==> config.mk <==
export PLATFORM = sky130hd
export DESIGN_NAME = dcache_responder
export DESIGN_NICKNAME = d
export VERILOG_FILES = /design/src/rtl/cache_pkg.sv /design/src/rtl/dcache_frame_array.sv /design/src/rtl/dcache_responder.sv
export SDC_FILE = /design/constraint.sdc
export NUM_CORES = 1
export LEC_CHECK = 0
export BUFFER_PORTS_ARGS = -buffer_cell sky130_fd_sc_hd__buf_2
export CORE_MARGIN = 5
export CORE_UTILIZATION = 55
export CTS_CLUSTER_DIAMETER = 30
export CTS_CLUSTER_SIZE = 14
export DETAILED_ROUTE_END_ITERATION = 10
export PLACE_DENSITY = 0.73
export SLEW_MARGIN = 20
export SYNTH_ARGS = -nofsm -noshare
export SYNTH_HDL_FRONTEND = slang
export SYNTH_SLANG_ARGS = --single-unit
==> constraint.sdc <==
create_clock -name CLK -period 7.81 [get_ports CLK]
set_clock_uncertainty 0.1 [all_clocks]
set_input_delay 0.781 -clock CLK [delete_from_list [all_inputs] [get_ports CLK]]
set_output_delay 0.781 -clock CLK [all_outputs]
set_load 0.05 [all_outputs]
==> src/rtl/cache_pkg.sv <==
// Shared types and default geometry for the direct-mapped write-back data cache.
// The optional DCACHE_STATS_EN build macro is consumed by dcache_responder.
package cache_pkg;

  localparam int DEF_SETS   = 16;
  localparam int DEF_WORD_W = 32;
  localparam int DEF_IDXW   = $clog2(DEF_SETS);
  localparam int DEF_TAGW   = DEF_WORD_W - DEF_IDXW - 2;

  typedef enum logic [2:0] {
    IDLE,
    WB,
    FILL,
    FLUSH,
    DONE
  } dcache_state_t;

  // One cache frame at the default geometry.
  typedef struct packed {
    logic                valid;
    logic                dirty;
    logic [DEF_TAGW-1:0] tag;
    logic [DEF_WORD_W-1:0] data;
  } dframe_t;

endpackage

==> src/rtl/dcache_frame_array.sv <==
// Frame storage: valid/dirty bits with asynchronous reset, tag/data without reset.
// One combinational read port and one synchronous write port.
module dcache_frame_array #(
  parameter int SETS   = 16,
  parameter int WORD_W = 32
) (
  input  logic                                CLK,
  input  logic                                RST,
  input  logic [$clog2(SETS)-1:0]             rd_idx,
  output logic                                rd_valid,
  output logic                                rd_dirty,
  output logic [WORD_W-$clog2(SETS)-3:0]      rd_tag,
  output logic [WORD_W-1:0]                   rd_data,
  input  logic                                wr_en,
  input  logic [$clog2(SETS)-1:0]             wr_idx,
  input  logic                                wr_valid,
  input  logic                                wr_dirty,
  input  logic [WORD_W-$clog2(SETS)-3:0]      wr_tag,
  input  logic [WORD_W-1:0]                   wr_data
);

  localparam int IDXW = $clog2(SETS);
  localparam int TAGW = WORD_W - IDXW - 2;

  logic [SETS-1:0]   valid_q;
  logic [SETS-1:0]   dirty_q;
  logic [TAGW-1:0]   tag_q  [SETS];
  logic [WORD_W-1:0] data_q [SETS];

  always_ff @(posedge CLK or posedge RST) begin
    if (RST) begin
      valid_q <= '0;
      dirty_q <= '0;
    end else if (wr_en) begin
      valid_q[wr_idx] <= wr_valid;
      dirty_q[wr_idx] <= wr_dirty;
    end
  end

  // Tag and data are only meaningful once valid is set, so they carry no reset.
  always_ff @(posedge CLK) begin
    if (wr_en) begin
      tag_q[wr_idx]  <= wr_tag;
      data_q[wr_idx] <= wr_data;
    end
  end

  assign rd_valid = valid_q[rd_idx];
  assign rd_dirty = dirty_q[rd_idx];
  assign rd_tag   = tag_q[rd_idx];
  assign rd_data  = data_q[rd_idx];

endmodule

==> src/rtl/dcache_responder.sv <==
// Direct-mapped, write-back, write-allocate one-word-block data cache with halt flush.
// Define DCACHE_STATS_EN to build the hit/miss counters; otherwise they read 0.
module dcache_responder
  import cache_pkg::*;
#(
  parameter int SETS   = DEF_SETS,
  parameter int WORD_W = DEF_WORD_W
) (
  input  logic                CLK,
  input  logic                RST,
  input  logic                halt,
  input  logic                dmemREN,
  input  logic                dmemWEN,
  input  logic [WORD_W-1:0]   dmemaddr,
  input  logic [WORD_W-1:0]   dmemstore,
  output logic [WORD_W-1:0]   dmemload,
  output logic                dhit,
  output logic                flushed,
  output logic                dREN,
  output logic                dWEN,
  output logic [WORD_W-1:0]   daddr,
  output logic [WORD_W-1:0]   dstore,
  input  logic [WORD_W-1:0]   dload,
  input  logic                dwait,
  output logic [31:0]         hit_count,
  output logic [31:0]         miss_count,
  output dcache_state_t       dbg_state
);

  localparam int IDXW = $clog2(SETS);
  localparam int TAGW = WORD_W - IDXW - 2;

  // Handshake: a processor request (dmemREN/dmemWEN with a stable dmemaddr) is
  // serviced in the single cycle dhit=1; a memory transfer (dREN or dWEN held
  // with a stable daddr) completes in the first cycle dwait=0.

  dcache_state_t   state_q, state_d;
  logic [IDXW-1:0] fidx_q, fidx_d;

  logic [IDXW-1:0] req_idx;
  logic [TAGW-1:0] req_tag;
  logic            unused_addr_bits;

  logic [IDXW-1:0]   rd_idx;
  logic              rd_valid, rd_dirty;
  logic [TAGW-1:0]   rd_tag;
  logic [WORD_W-1:0] rd_data;

  logic              wr_en, wr_valid, wr_dirty;
  logic [IDXW-1:0]   wr_idx;
  logic [TAGW-1:0]   wr_tag;
  logic [WORD_W-1:0] wr_data;

  logic hit, victim_dirty;

  assign req_idx          = dmemaddr[IDXW+1:2];
  assign req_tag          = dmemaddr[WORD_W-1:IDXW+2];
  assign unused_addr_bits = ^dmemaddr[1:0];

  // The single read port follows the flush pointer while flushing.
  assign rd_idx       = (state_q == FLUSH) ? fidx_q : req_idx;
  assign hit          = rd_valid && (rd_tag == req_tag);
  assign victim_dirty = rd_valid && rd_dirty;

  dcache_frame_array #(
    .SETS   (SETS),
    .WORD_W (WORD_W)
  ) u_frames (
    .CLK      (CLK),
    .RST      (RST),
    .rd_idx   (rd_idx),
    .rd_valid (rd_valid),
    .rd_dirty (rd_dirty),
    .rd_tag   (rd_tag),
    .rd_data  (rd_data),
    .wr_en    (wr_en),
    .wr_idx   (wr_idx),
    .wr_valid (wr_valid),
    .wr_dirty (wr_dirty),
    .wr_tag   (wr_tag),
    .wr_data  (wr_data)
  );

  always_ff @(posedge CLK or posedge RST) begin
    if (RST) begin
      state_q <= IDLE;
      fidx_q  <= '0;
    end else begin
      state_q <= state_d;
      fidx_q  <= fidx_d;
    end
  end

  always_comb begin
    state_d  = state_q;
    fidx_d   = fidx_q;
    dhit     = 1'b0;
    dmemload = '0;
    dREN     = 1'b0;
    dWEN     = 1'b0;
    daddr    = '0;
    dstore   = '0;
    wr_en    = 1'b0;
    wr_idx   = req_idx;
    wr_valid = 1'b0;
    wr_dirty = 1'b0;
    wr_tag   = req_tag;
    wr_data  = dmemstore;
    case (state_q)
      IDLE: begin
        // halt takes priority over any pending request.
        if (halt) begin
          state_d = FLUSH;
          fidx_d  = '0;
        end else if (dmemREN || dmemWEN) begin
          if (hit) begin
            dhit = 1'b1;
            if (dmemWEN) begin
              wr_en    = 1'b1;
              wr_valid = 1'b1;
              wr_dirty = 1'b1;
            end else begin
              dmemload = rd_data;
            end
          end else begin
            state_d = victim_dirty ? WB : FILL;
          end
        end
      end
      WB: begin
        dWEN   = 1'b1;
        daddr  = {rd_tag, req_idx, 2'b00};
        dstore = rd_data;
        if (!dwait) state_d = FILL;
      end
      FILL: begin
        dREN  = 1'b1;
        daddr = {dmemaddr[WORD_W-1:2], 2'b00};
        if (!dwait) begin
          wr_en    = 1'b1;
          wr_valid = 1'b1;
          wr_dirty = 1'b0;
          wr_data  = dload;
          state_d  = IDLE;
        end
      end
      FLUSH: begin
        wr_idx = fidx_q;
        if (victim_dirty) begin
          dWEN   = 1'b1;
          daddr  = {rd_tag, fidx_q, 2'b00};
          dstore = rd_data;
        end
        // Clean frames advance immediately; dirty ones wait for the write.
        if (!victim_dirty || !dwait) begin
          if (victim_dirty) begin
            wr_en    = 1'b1;
            wr_valid = 1'b1;
            wr_dirty = 1'b0;
            wr_tag   = rd_tag;
            wr_data  = rd_data;
          end
          fidx_d = fidx_q + IDXW'(1);
          if (fidx_q == IDXW'(SETS - 1)) state_d = DONE;
        end
      end
      DONE: begin
        state_d = DONE;
      end
      default: begin
        state_d = IDLE;
      end
    endcase
  end

  assign flushed   = (state_q == DONE);
  assign dbg_state = state_q;

`ifdef DCACHE_STATS_EN
  logic        hit_evt, miss_evt;
  logic [31:0] hit_q, miss_q;

  assign hit_evt  = dhit;
  assign miss_evt = (state_q == IDLE) && ((state_d == WB) || (state_d == FILL));

  always_ff @(posedge CLK or posedge RST) begin
    if (RST) begin
      hit_q  <= '0;
      miss_q <= '0;
    end else begin
      if (hit_evt)  hit_q  <= hit_q + 32'd1;
      if (miss_evt) miss_q <= miss_q + 32'd1;
    end
  end

  assign hit_count  = hit_q;
  assign miss_count = miss_q;
`else
  assign hit_count  = '0;
  assign miss_count = '0;
`endif

endmodule

==> flow_metrics.env <==
export IMPL_firstDrtPassIters=6
export IMPL_die_w_um=293.2
export IMPL_dieArea_um2=85960
export IMPL_core_um2=79260
export IMPL_intPower_mw=12.11
export IMPL_ys_warn_count=0
export IMPL_fin_nets=3873
export IMPL_post_synth_top_count_cell="edfxtp_1"
export IMPL_drt_iter0_markers=4220
export IMPL_stdcell_count=4961
export IMPL_finalSetupViolCount=0
export IMPL_synth_top_area_share_pct=63.18
export IMPL_ys_top_cells_by_area="edfxtp_1 63%, nand2_1 6.7%, mux2i_1 5.5%"
export IMPL_synth_xor_area_share_pct=0.4369
export IMPL_ys_ff_latch=967
export IMPL_criticalPathCategory="reg2out"
export IMPL_relSlewSlack_pct=20.35
export IMPL_synth_top_family_by_area="simple AND/OR/NAND/NOR gates"
export IMPL_cp_arrival_ns=6.24
export IMPL_hold_buffers=0
export IMPL_row_count=103
export IMPL_worstMarginPinSlew_ns=1.189
export IMPL_grt_overflow_total=0
export IMPL_p_total_mw=18.03
export IMPL_cp_data_required_time_ns=6.93
export IMPL_outcome="complete, no violations"
export IMPL_synthArstFlopShare_pct=4.033
export IMPL_synth_common_cells="928 x edfxtp_1, 786 x nand2_1, 306 x nand3_1"
export IMPL_p_switching_mw=5.917
export IMPL_ys_seq_area_share_pct=65.39
export IMPL_clkPwrFrac_pct=39.6
export IMPL_place_congestion=0.8520
export IMPL_rsz0062_at_grt="false"
export IMPL_postCtsSetupRepairBufs=0
export IMPL_synth_cells=3541
export IMPL_synthAdderAreaFrac_pct=0.02837
export IMPL_cts_resized=0
export IMPL_swShare_pct=32.83
export IMPL_max_freq_ghz=0.1405
export IMPL_hold_viol=0
export IMPL_power_density_nw_per_um2=347.2
export IMPL_die_h_um=293.2
export IMPL_fin_crit_ns=7.119
export IMPL_pwr_share_seq_pct=36.0
export IMPL_fin_ws_ns=0.6912
export IMPL_synthFlopType="edfxtp_1"
export IMPL_cts_htree_levels=4
export IMPL_synth_area_mux_share_pct=7.531
export IMPL_start_kind="register"
export IMPL_layout_drive_gt1_share_pct=17.63
export IMPL_end_kind="primary output"
export IMPL_finalCritPeriodShare_pct=91.15
export IMPL_synth_edf_count=928
export IMPL_holdWs_ns=0.1186
export IMPL_grt_max_degree=163
export IMPL_clock_latency_ns=0.74
export IMPL_fin_area_um2=51920
export IMPL_yosys_area_share_simple_pct=13.92
export IMPL_dpl_cell_count=4652
export IMPL_leakagePower_nw=18.98
export IMPL_syn_area_um2=44110
export IMPL_hp_class="in2async"
export IMPL_grt_pass1_vias=30461
export IMPL_wire_per_inst_um=25.86
export IMPL_start_util_pct=55.65
export IMPL_pin_count=269
export IMPL_synth_compound_area_share_pct=8.476
export IMPL_cts_sinks=967
export IMPL_final_core_util_pct=65.51
export IMPL_finalSetupTns_ns=0
export IMPL_drtAntennaViolNets=0
export IMPL_drv_cap=0
export IMPL_path_max_fanout=35
export IMPL_combPwrFrac_pct=24.4
export IMPL_port_buffers=200
export IMPL_post_place_ws_ns=1.453
export IMPL_slew_viol_final=0
export IMPL_postPlaceCellArea_um2=46210
export IMPL_clock_path_buffers=3
export IMPL_via_per_inst=6.380
export IMPL_synth_top_cell_by_area="edfxtp_1"
export IMPL_drt_total_wl_um=128300
export IMPL_cts_clk_slew_worst_paths_ns=0.05
export IMPL_cts_root_buf="clkbuf_16"
export IMPL_grt_pass1_wl_um=187700
export IMPL_tritoncts="built"
export IMPL_num_vias=31649
export IMPL_dp_hpwl_um=69870
export IMPL_ir_worst_vdd_v=0.0002302
export IMPL_syn2layout_area_growth_pct=17.71
export IMPL_syn_area_per_cell_um2=12.46
export IMPL_synthDistinctLibCells=84
export IMPL_antenna_found_initial=1
export IMPL_cts_buffers_inserted=165
export IMPL_drc=0
export IMPL_track_usage_pct=28.81
## power by group through the flow
stage               sequential [mW]  combinational, mW  clock, mW
global placement               6.57               4.18          0
detailed placement             6.58               4.24          0
floorplan                      6.52               2.96          0
global route                   6.50               4.66       7.44
finish                         6.49               4.40       7.14
CTS                            6.49               4.27       7.18
## final cells by class
type                    count  area, um^2
diodes                      2       5.005
well taps                1050        1314
clock inverters           106        1189
multi-input cells        2277       13980
repair buffers            316        2053
flip-flops and latches    967       28850
inverters                  43       161.4
fillers                  5628       27340
clock buffers             200        4365
## cell families after synthesis
kind of cell,Yosys count
AO/OA/AOI/OAI,532
multiplexers,297
other,1
flip-flops,967
buffers and inverters,362
XOR/XNOR,22
adder cells (fa/ha/maj),1
AND/OR/NAND/NOR,1359
## cells in the final DEF (no fill, tap or decap), types with 38 or more instances in the layout
cell type    n
o22ai_1     38
clkbuf_16  169
mux2i_1    242
buf_2      199
a31oi_1     43
nand3_1    306
edfxtp_1   928
buf_4      102
nand2_1    785
a22oi_1     68
and2_1      64
nor3_1      43
a311oi_1    72
o21ai_0     66
inv_1       42
conb_1      66
a21oi_1     75
## sequential cells by signal, indices dropped and copies added (netlist names)
signal            cells
fidx_q                4
u_frames.tag_q      416
dbg_state             3
u_frames.dirty_q     16
u_frames.data_q     512
u_frames.valid_q     16
## path summary, 6_finish.rpt
| kind | depth (start not counted) | endpoint | start | slack (ns) |
|---|---|---|---|---|
| min reg2reg | 1 | u_frames.valid_q[6]$_DFFE_PP0P_ | u_frames.valid_q[6]$_DFFE_PP0P_ | 0.38 |
| min | 3 | u_frames.dirty_q[3]$_DFFE_PP0P_ | RST | 0.12 |
| max in group asynchronous | 3 | fidx_q[0]$_DFFE_PP0P_ | RST | 7.07 |
| min in group CLK | 1 | u_frames.valid_q[6]$_DFFE_PP0P_ | u_frames.valid_q[6]$_DFFE_PP0P_ | 0.38 |
| max reg2reg | 14 | u_frames.tag_q[8][11]$_DFFE_PP_ | dbg_state[1]$_DFFE_PP0P_ | 1.54 |
| max | 14 | dmemload[16] | dbg_state[1]$_DFFE_PP0P_ | 0.69 |
## worst max-delay path: stages (launching register included)
cell,delay (ns)
dfrtp_1,0.78
and3b_4,0.84
o21ai_4,0.10
buf_4,0.30
buf_4,0.30
a2111oi_0,0.60
o41ai_1,0.22
o31a_1,0.18
xnor2_1,0.40
o2111a_1,0.32
nand4_1,0.27
nor3_4,0.26
buf_4,0.40
and2_1,0.19
buf_2,0.27
## layer usage
metal / vias up / global-route usage [%] / part of all wire [%]
met2: 2175 / 45.03 / 46
met5: - / 0 / 0
met3: 373 / 6.704 / 12
met1: 15442 / 39.09 / 37
li1: 13659 / - / -
met4: 0 / 12.85 / 4.3
Note: power is estimated with default switching activity, not from simulation.
